===== config.mk =====
export PLATFORM = sky130hd
export DESIGN_NAME = uart_tx_ctrl
export DESIGN_NICKNAME = d
export VERILOG_FILES = /design/src/rtl/uart_tx_ctrl.sv
export SDC_FILE = /design/constraint.sdc
export NUM_CORES = 1
export LEC_CHECK = 0
export CAP_MARGIN = 20
export CELL_PAD_IN_SITES_DETAIL_PLACEMENT = 0
export CELL_PAD_IN_SITES_GLOBAL_PLACEMENT = 1
export CORE_MARGIN = 4
export CORE_UTILIZATION = 38
export DETAILED_ROUTE_END_ITERATION = 8
export GPL_TIMING_DRIVEN = 1
export PLACE_DENSITY = 0.77
export SLEW_MARGIN = 0
export SYNTH_ARGS = -nofsm -noshare
export SYNTH_HDL_FRONTEND = slang
export SYNTH_SLANG_ARGS = --single-unit

===== constraint.sdc =====
create_clock -name clk_i -period 2.4 [get_ports clk_i]
set_input_delay 0.48 -clock clk_i [delete_from_list [all_inputs] [get_ports clk_i]]
set_output_delay 0.48 -clock clk_i [all_outputs]
set_load 0.02 [all_outputs]

===== src/rtl/uart_tx_ctrl.sv =====
`default_nettype none
// ============================================================================
// Module      : uart_tx_ctrl
// Description : Memory-mapped UART transmitter. CPU byte writes to the UART
//               IO window are queued in a TX FIFO and sent as 8N1 frames.
//               A status word is readable for flow control.
// Revision    : 1.0 - initial release
// ============================================================================
module uart_tx_ctrl #(
    parameter int IO_CTRL_BIT   = 22,
    parameter int UART_CTRL_BIT = 4,
    parameter int CLKS_PER_BIT  = 868,
    parameter int FIFO_DEPTH    = 8
) (
    input  logic        clk_i,
    input  logic        rst_i,
    input  logic [31:0] mem_addr_i,
    input  logic        mem_rstrb_i,
    output logic [31:0] mem_rdata_o,
    input  logic [3:0]  mem_wmask_i,
    input  logic [31:0] mem_wdata_i,
    output logic        tx_o
);

    localparam int c_ptr_w  = $clog2(FIFO_DEPTH);
    localparam int c_cnt_w  = c_ptr_w + 1;
    localparam int c_baud_w = $clog2(CLKS_PER_BIT);

    localparam logic [c_baud_w-1:0] c_baud_last = c_baud_w'(CLKS_PER_BIT - 1);
    localparam logic [c_baud_w-1:0] c_baud_one  = c_baud_w'(1);
    localparam logic [c_baud_w-1:0] c_baud_zero = '0;
    localparam logic [c_cnt_w-1:0]  c_depth     = c_cnt_w'(FIFO_DEPTH);
    localparam logic [c_cnt_w-1:0]  c_cnt_one   = c_cnt_w'(1);
    localparam logic [c_ptr_w-1:0]  c_ptr_one   = c_ptr_w'(1);

    typedef enum logic [1:0] {
        S_IDLE  = 2'd0,
        S_START = 2'd1,
        S_DATA  = 2'd2,
        S_STOP  = 2'd3
    } state_t;

    // ------------------------------------------------------------------
    // Registers
    // ------------------------------------------------------------------
    state_t                r_state;
    logic [c_baud_w-1:0]   r_baud;
    logic [2:0]            r_bit_idx;
    logic [7:0]            r_shift;
    logic                  r_tx;
    logic [7:0]            r_mem [FIFO_DEPTH];
    logic [c_ptr_w-1:0]    r_wr_ptr;
    logic [c_ptr_w-1:0]    r_rd_ptr;
    logic [c_cnt_w-1:0]    r_count;
    logic                  r_overflow;
    logic [31:0]           r_rdata;

    // ------------------------------------------------------------------
    // Combinational signals
    // ------------------------------------------------------------------
    state_t                w_state_next;
    logic [c_baud_w-1:0]   w_baud_next;
    logic [2:0]            w_bit_idx_next;
    logic [7:0]            w_shift_next;
    logic                  w_tx_next;
    logic                  w_pop;
    logic                  w_sel;
    logic                  w_push_req;
    logic                  w_push;
    logic                  w_full;
    logic                  w_empty;
    logic                  w_busy;
    logic                  w_baud_end;
    logic                  w_read;
    logic [7:0]            w_head;
    logic [7:0]            w_count8;
    logic [31:0]           w_status;
    logic                  w_unused;

    assign w_sel      = mem_addr_i[IO_CTRL_BIT] & mem_addr_i[UART_CTRL_BIT];
    assign w_push_req = w_sel & mem_wmask_i[0];
    assign w_read     = w_sel & mem_rstrb_i;
    // Fullness is judged before any same-cycle pop, so a push into a full
    // FIFO is dropped even if a byte leaves on the same edge.
    assign w_full     = (r_count == c_depth);
    assign w_empty    = (r_count == '0);
    assign w_push     = w_push_req & ~w_full;
    assign w_busy     = (r_state != S_IDLE);
    assign w_baud_end = (r_baud == c_baud_last);
    assign w_head     = r_mem[r_rd_ptr];

    // Address/data bits outside the decode and the low data byte are don't-care.
    assign w_unused = &{1'b0, mem_addr_i, mem_wdata_i[31:8], mem_wmask_i[3:1]};

    generate
        if (c_cnt_w >= 8) begin : g_cnt_trunc
            assign w_count8 = r_count[7:0];
        end else begin : g_cnt_ext
            assign w_count8 = {{(8 - c_cnt_w){1'b0}}, r_count};
        end
    endgenerate

    assign w_status = {16'h0000, w_count8, 4'h0, r_overflow, w_busy, w_empty, w_full};

    assign tx_o        = r_tx;
    assign mem_rdata_o = r_rdata;

    // FIFO storage: written on every accepted push, no reset needed
    always_ff @(posedge clk_i) begin
        if (w_push) begin
            r_mem[r_wr_ptr] <= mem_wdata_i[7:0];
        end
    end

    // FIFO pointers and occupancy count
    always_ff @(posedge clk_i or posedge rst_i) begin
        if (rst_i) begin
            r_wr_ptr <= '0;
            r_rd_ptr <= '0;
            r_count  <= '0;
        end else begin
            if (w_push) begin
                r_wr_ptr <= r_wr_ptr + c_ptr_one;
            end
            if (w_pop) begin
                r_rd_ptr <= r_rd_ptr + c_ptr_one;
            end
            case ({w_push, w_pop})
                2'b10:   r_count <= r_count + c_cnt_one;
                2'b01:   r_count <= r_count - c_cnt_one;
                default: r_count <= r_count;
            endcase
        end
    end

    // Sticky overflow flag and registered status read; a drop beats a clear
    always_ff @(posedge clk_i or posedge rst_i) begin
        if (rst_i) begin
            r_overflow <= 1'b0;
            r_rdata    <= '0;
        end else begin
            if (w_read) begin
                r_rdata <= w_status;
            end
            if (w_push_req && w_full) begin
                r_overflow <= 1'b1;
            end else if (w_read) begin
                r_overflow <= 1'b0;
            end
        end
    end

    // Frame FSM state and datapath registers; tx_o lags the state by one cycle
    always_ff @(posedge clk_i or posedge rst_i) begin
        if (rst_i) begin
            r_state   <= S_IDLE;
            r_baud    <= '0;
            r_bit_idx <= '0;
            r_shift   <= '0;
            r_tx      <= 1'b1;
        end else begin
            r_state   <= w_state_next;
            r_baud    <= w_baud_next;
            r_bit_idx <= w_bit_idx_next;
            r_shift   <= w_shift_next;
            r_tx      <= w_tx_next;
        end
    end

    // Frame FSM next-state, pop request and serial line value
    always_comb begin
        w_state_next   = r_state;
        w_baud_next    = r_baud;
        w_bit_idx_next = r_bit_idx;
        w_shift_next   = r_shift;
        w_tx_next      = 1'b1;
        w_pop          = 1'b0;
        case (r_state)
            S_IDLE: begin
                w_tx_next = 1'b1;
                if (!w_empty) begin
                    w_pop          = 1'b1;
                    w_shift_next   = w_head;
                    w_baud_next    = c_baud_zero;
                    w_bit_idx_next = 3'd0;
                    w_state_next   = S_START;
                end
            end
            S_START: begin
                w_tx_next = 1'b0;
                if (w_baud_end) begin
                    w_baud_next  = c_baud_zero;
                    w_state_next = S_DATA;
                end else begin
                    w_baud_next = r_baud + c_baud_one;
                end
            end
            S_DATA: begin
                w_tx_next = r_shift[0];
                if (w_baud_end) begin
                    w_baud_next    = c_baud_zero;
                    w_shift_next   = {1'b0, r_shift[7:1]};
                    w_bit_idx_next = r_bit_idx + 3'd1;
                    if (r_bit_idx == 3'd7) begin
                        w_state_next = S_STOP;
                    end
                end else begin
                    w_baud_next = r_baud + c_baud_one;
                end
            end
            S_STOP: begin
                w_tx_next = 1'b1;
                if (w_baud_end) begin
                    w_baud_next = c_baud_zero;
                    if (!w_empty) begin
                        // Chain straight into the next frame with no idle gap
                        w_pop          = 1'b1;
                        w_shift_next   = w_head;
                        w_bit_idx_next = 3'd0;
                        w_state_next   = S_START;
                    end else begin
                        w_state_next = S_IDLE;
                    end
                end else begin
                    w_baud_next = r_baud + c_baud_one;
                end
            end
            default: begin
                w_state_next = S_IDLE;
            end
        endcase
    end

`ifndef SYNTHESIS
    // Echo each accepted byte to the simulation log
    always @(posedge clk_i) begin
        if (!rst_i && w_push) begin
            $display("[UART]: %c", mem_wdata_i[7:0]);
        end
    end
`endif

endmodule
`default_nettype wire

==> impl_metrics.json <==
{
  "top_layer": "met4",
  "p_sw_mw": 2.21,
  "drc": 0,
  "cts_root_buf": "clkbuf_16",
  "ctsHoldBuffers": 0,
  "postSynthCellCount": 336,
  "routed-wl-met2_microns": 4540,
  "nFillCells": 1110,
  "dp_slack_ps": -172,
  "crit_path_end_kind": "register",
  "gp_congestion": 0.752,
  "synth_area_per_cell_sq_um": 14.9,
  "ys_warn_count": 0,
  "cts_tree": "yes",
  "min_path_type": "in2async",
  "cp_max_fo": 2,
  "period_needed_ps": 2260,
  "cts_sinks": 107,
  "r2r-start": "r_baud[0]",
  "run_status": "complete, no violations",
  "post_drt_wl_per_cell_microns": 15.7,
  "initial_utilization_pct": 39.3,
  "synth_edf_count": 64,
  "drive_gt1_share_pct": 18.8,
  "met1Wirelength_microns": 3820,
  "multiInputGateArea_sq_um": 1830,
  "htree_levels": 3,
  "p_int_mw": 4.19,
  "critPathTopFamily": "adder cells",
  "vias": 2820,
  "powerDensity_nw_per_um2": 1100,
  "worst_pin_slew_ps": 774,
  "clock_latency_ps": 350,
  "antenna_found_initial": 0,
  "io_buffer_count": 22,
  "worstSetupPathType": "reg2reg",
  "wirelength_microns": 8800,
  "hpwl_microns": 6020,
  "required_ps": 2610,
  "design.core.area_sq_um": 12800,
  "syn2layout_area_growth_pct": 16.0,
  "fmax_mhz": 442,
  "post-synth-top-area-cell": "edfxtp_1",
  "synth-seq-cells": 107,
  "drt_iter0_markers": 140,
  "sequentialPowerShare_pct": 40.3,
  "max_stage_delay_ps": 390,
  "path_clk_slew_ps": 70,
  "antennaDiodeCount": 0,
  "combPwrFrac_pct": 37.0,
  "fin_util_pct": 45.6,
  "cts_buffers": 9,
  "hold_viol": 0,
  "synth_flop_cell": "edfxtp_1",
  "fin_nets": 467,
  "grt_max_degree": 25,
  "cp_slowest_cell": "dfrtp_1",
  "cts_buffer_depth": 2,
  "cp-startpoint": "r_baud[0]",
  "worstPathArrival_ps": 2480,
  "power.share.switching_pct": 34.5,
  "die_y_microns": 123,
  "syn-cell-area_sq_um": 5020,
  "io_pins": 104,
  "startpoint_type": "register",
  "ir_drop_v": 0.000467,
  "setup_viol": 0,
  "ys_seq_area_share_pct": 59.7,
  "drtAntennaViolNets": 0,
  "finalCritPeriodShare_pct": 94.3,
  "grt_pass1_wl_microns": 14300,
  "yosys-top-cells-area": "edfxtp_1 (38%), dfrtp_1 (21%), mux4_1 (8.4%), buf_4 (3.6%), ha_1 (3.2%)",
  "synthTopCellsByCount": "edfxtp_1 (64), dfrtp_1 (42), buf_4 (24), mux4_1 (16), nand2_1 (15)",
  "ys_types": 58,
  "synth_top_area_share_pct": 38.3,
  "cp_num_buf_inv": 0,
  "cp_cell_sequence": "ha_1, and4bb_4, a41oi_4, nor3_4, ha_1, xor2_1, ha_1, a21oi_1, xor2_1, nor2_1, xor2_1",
  "drv_cap": 0,
  "p_leak_nw": 2.22,
  "clock-skew-final_ps": 10.2,
  "grt_pass1_vias": 2832,
  "grt_overflow": 0,
  "finalMaxSlewViolations": 0,
  "setup_ws_ps": 136,
  "dieArea_sq_um": 15100,
  "slew_headroom_pct": 48.1,
  "drt-vias-per-instance": 5.04,
  "grt.total_usage_pct": 12.3,
  "ys_async_sr_fraction_pct": 40.2,
  "die_x_microns": 123,
  "p_clk_share_pct": 22.7,
  "wl_met3_microns": 356,
  "drtPass1Iterations": 4,
  "yosysMostFrequentCell": "edfxtp_1",
  "std_cell_rows": 41,
  "regArea_sq_um": 3000
}
==> cells in the final DEF (no fill, tap or decap), drive strengths merged, types with 7 or more instances in the layout <==
master	synthesis	final
buf	34	30
clkbuf	5	9
mux2	12	12
mux4	16	16
nor3	8	8
ha	13	13
dfrtp	42	42
nand2	15	15
xor2	7	7
a21oi	8	8
a31oi	9	9
clkdlybuf4s50	0	22
conb	1	24
a211oi	10	10
o21ai	11	11
edfxtp	64	64
inv	6	8
nor2b	11	11
==> final timing paths <==
path / end / slack [ps] / depth (start not counted)
max in group asynchronous: mem_rdata_o[11] / 1380 / 3
min reg2reg: r_overflow / 480 / 2
max reg2reg: r_count[2] / 140 / 11
min: r_baud[4] / 480 / 2
min in group clk_i: r_overflow / 490 / 2
max: r_count[2] / 140 / 11
==> flip-flops by register name (all words and copies together) (netlist names) <==
name / count
r_count: 4
r_shift: 8
r_bit_idx: 3
r_rd_ptr: 3
r_mem: 64
r_baud: 10
tx_o: 1
r_state: 2
r_wr_ptr: 3
mem_rdata_o: 8
r_overflow: 1
==> cells by family after synthesis <==
logic type	after synthesis	share of synthesized area, %
mux	29	11.3
buf+inv	45	6.10
simple gates	70	8.87
fa+ha+maj	13	3.24
xor+xnor	9	1.57
compound gates	62	9.17
other cells	1	0.0747
flops	107	59.7
==> cell type report <==
type,instances,area share [%]
clock inverters,7,1.33
well taps,172,3.69
flip-flops and latches,107,51.5
inverters,6,0.387
repair buffers,52,7.86
multi-input cells,207,31.4
clock buffers,9,3.87
==> timing repair <==
action	CTS	global route
gates resized for setup	0	4
setup buffers	0	0
endpoints found under the setup margin	0	2
==> power by group through the flow <==
stage / sequential [mW] / clock (mW) / combinational, mW
detailed placement: 2.62 / 0 / 2.38
global route: 2.64 / 1.57 / 2.63
global placement: 2.60 / 0 / 2.31
floorplan: 2.61 / 0 / 1.77
CTS: 2.58 / 1.49 / 2.40
finish: 2.58 / 1.45 / 2.37
==> through the flow <==
stage	cells	instance area, sq um	setup TNS (ps)	hold WS, ps	power [mW]
after floorplan	359	5110	0	446	4.38
after global placement	544	5500	-202	464	4.91
after detailed placement	544	5500	-247	470	5.00
after CTS	560	5800	0	487	6.47
after global routing	560	5820	-1.68	503	6.84
final	560	5820	0	485	6.41
==> layer usage <==
layer / vias up / track usage, %
li1: 1354 / -
met1: 1402 / 15.4
met2: 58 / 21.4
met3: 6 / 2.84
met4: 0 / 3.57
met5: - / 0
Power figures use the tool's default switching activity.
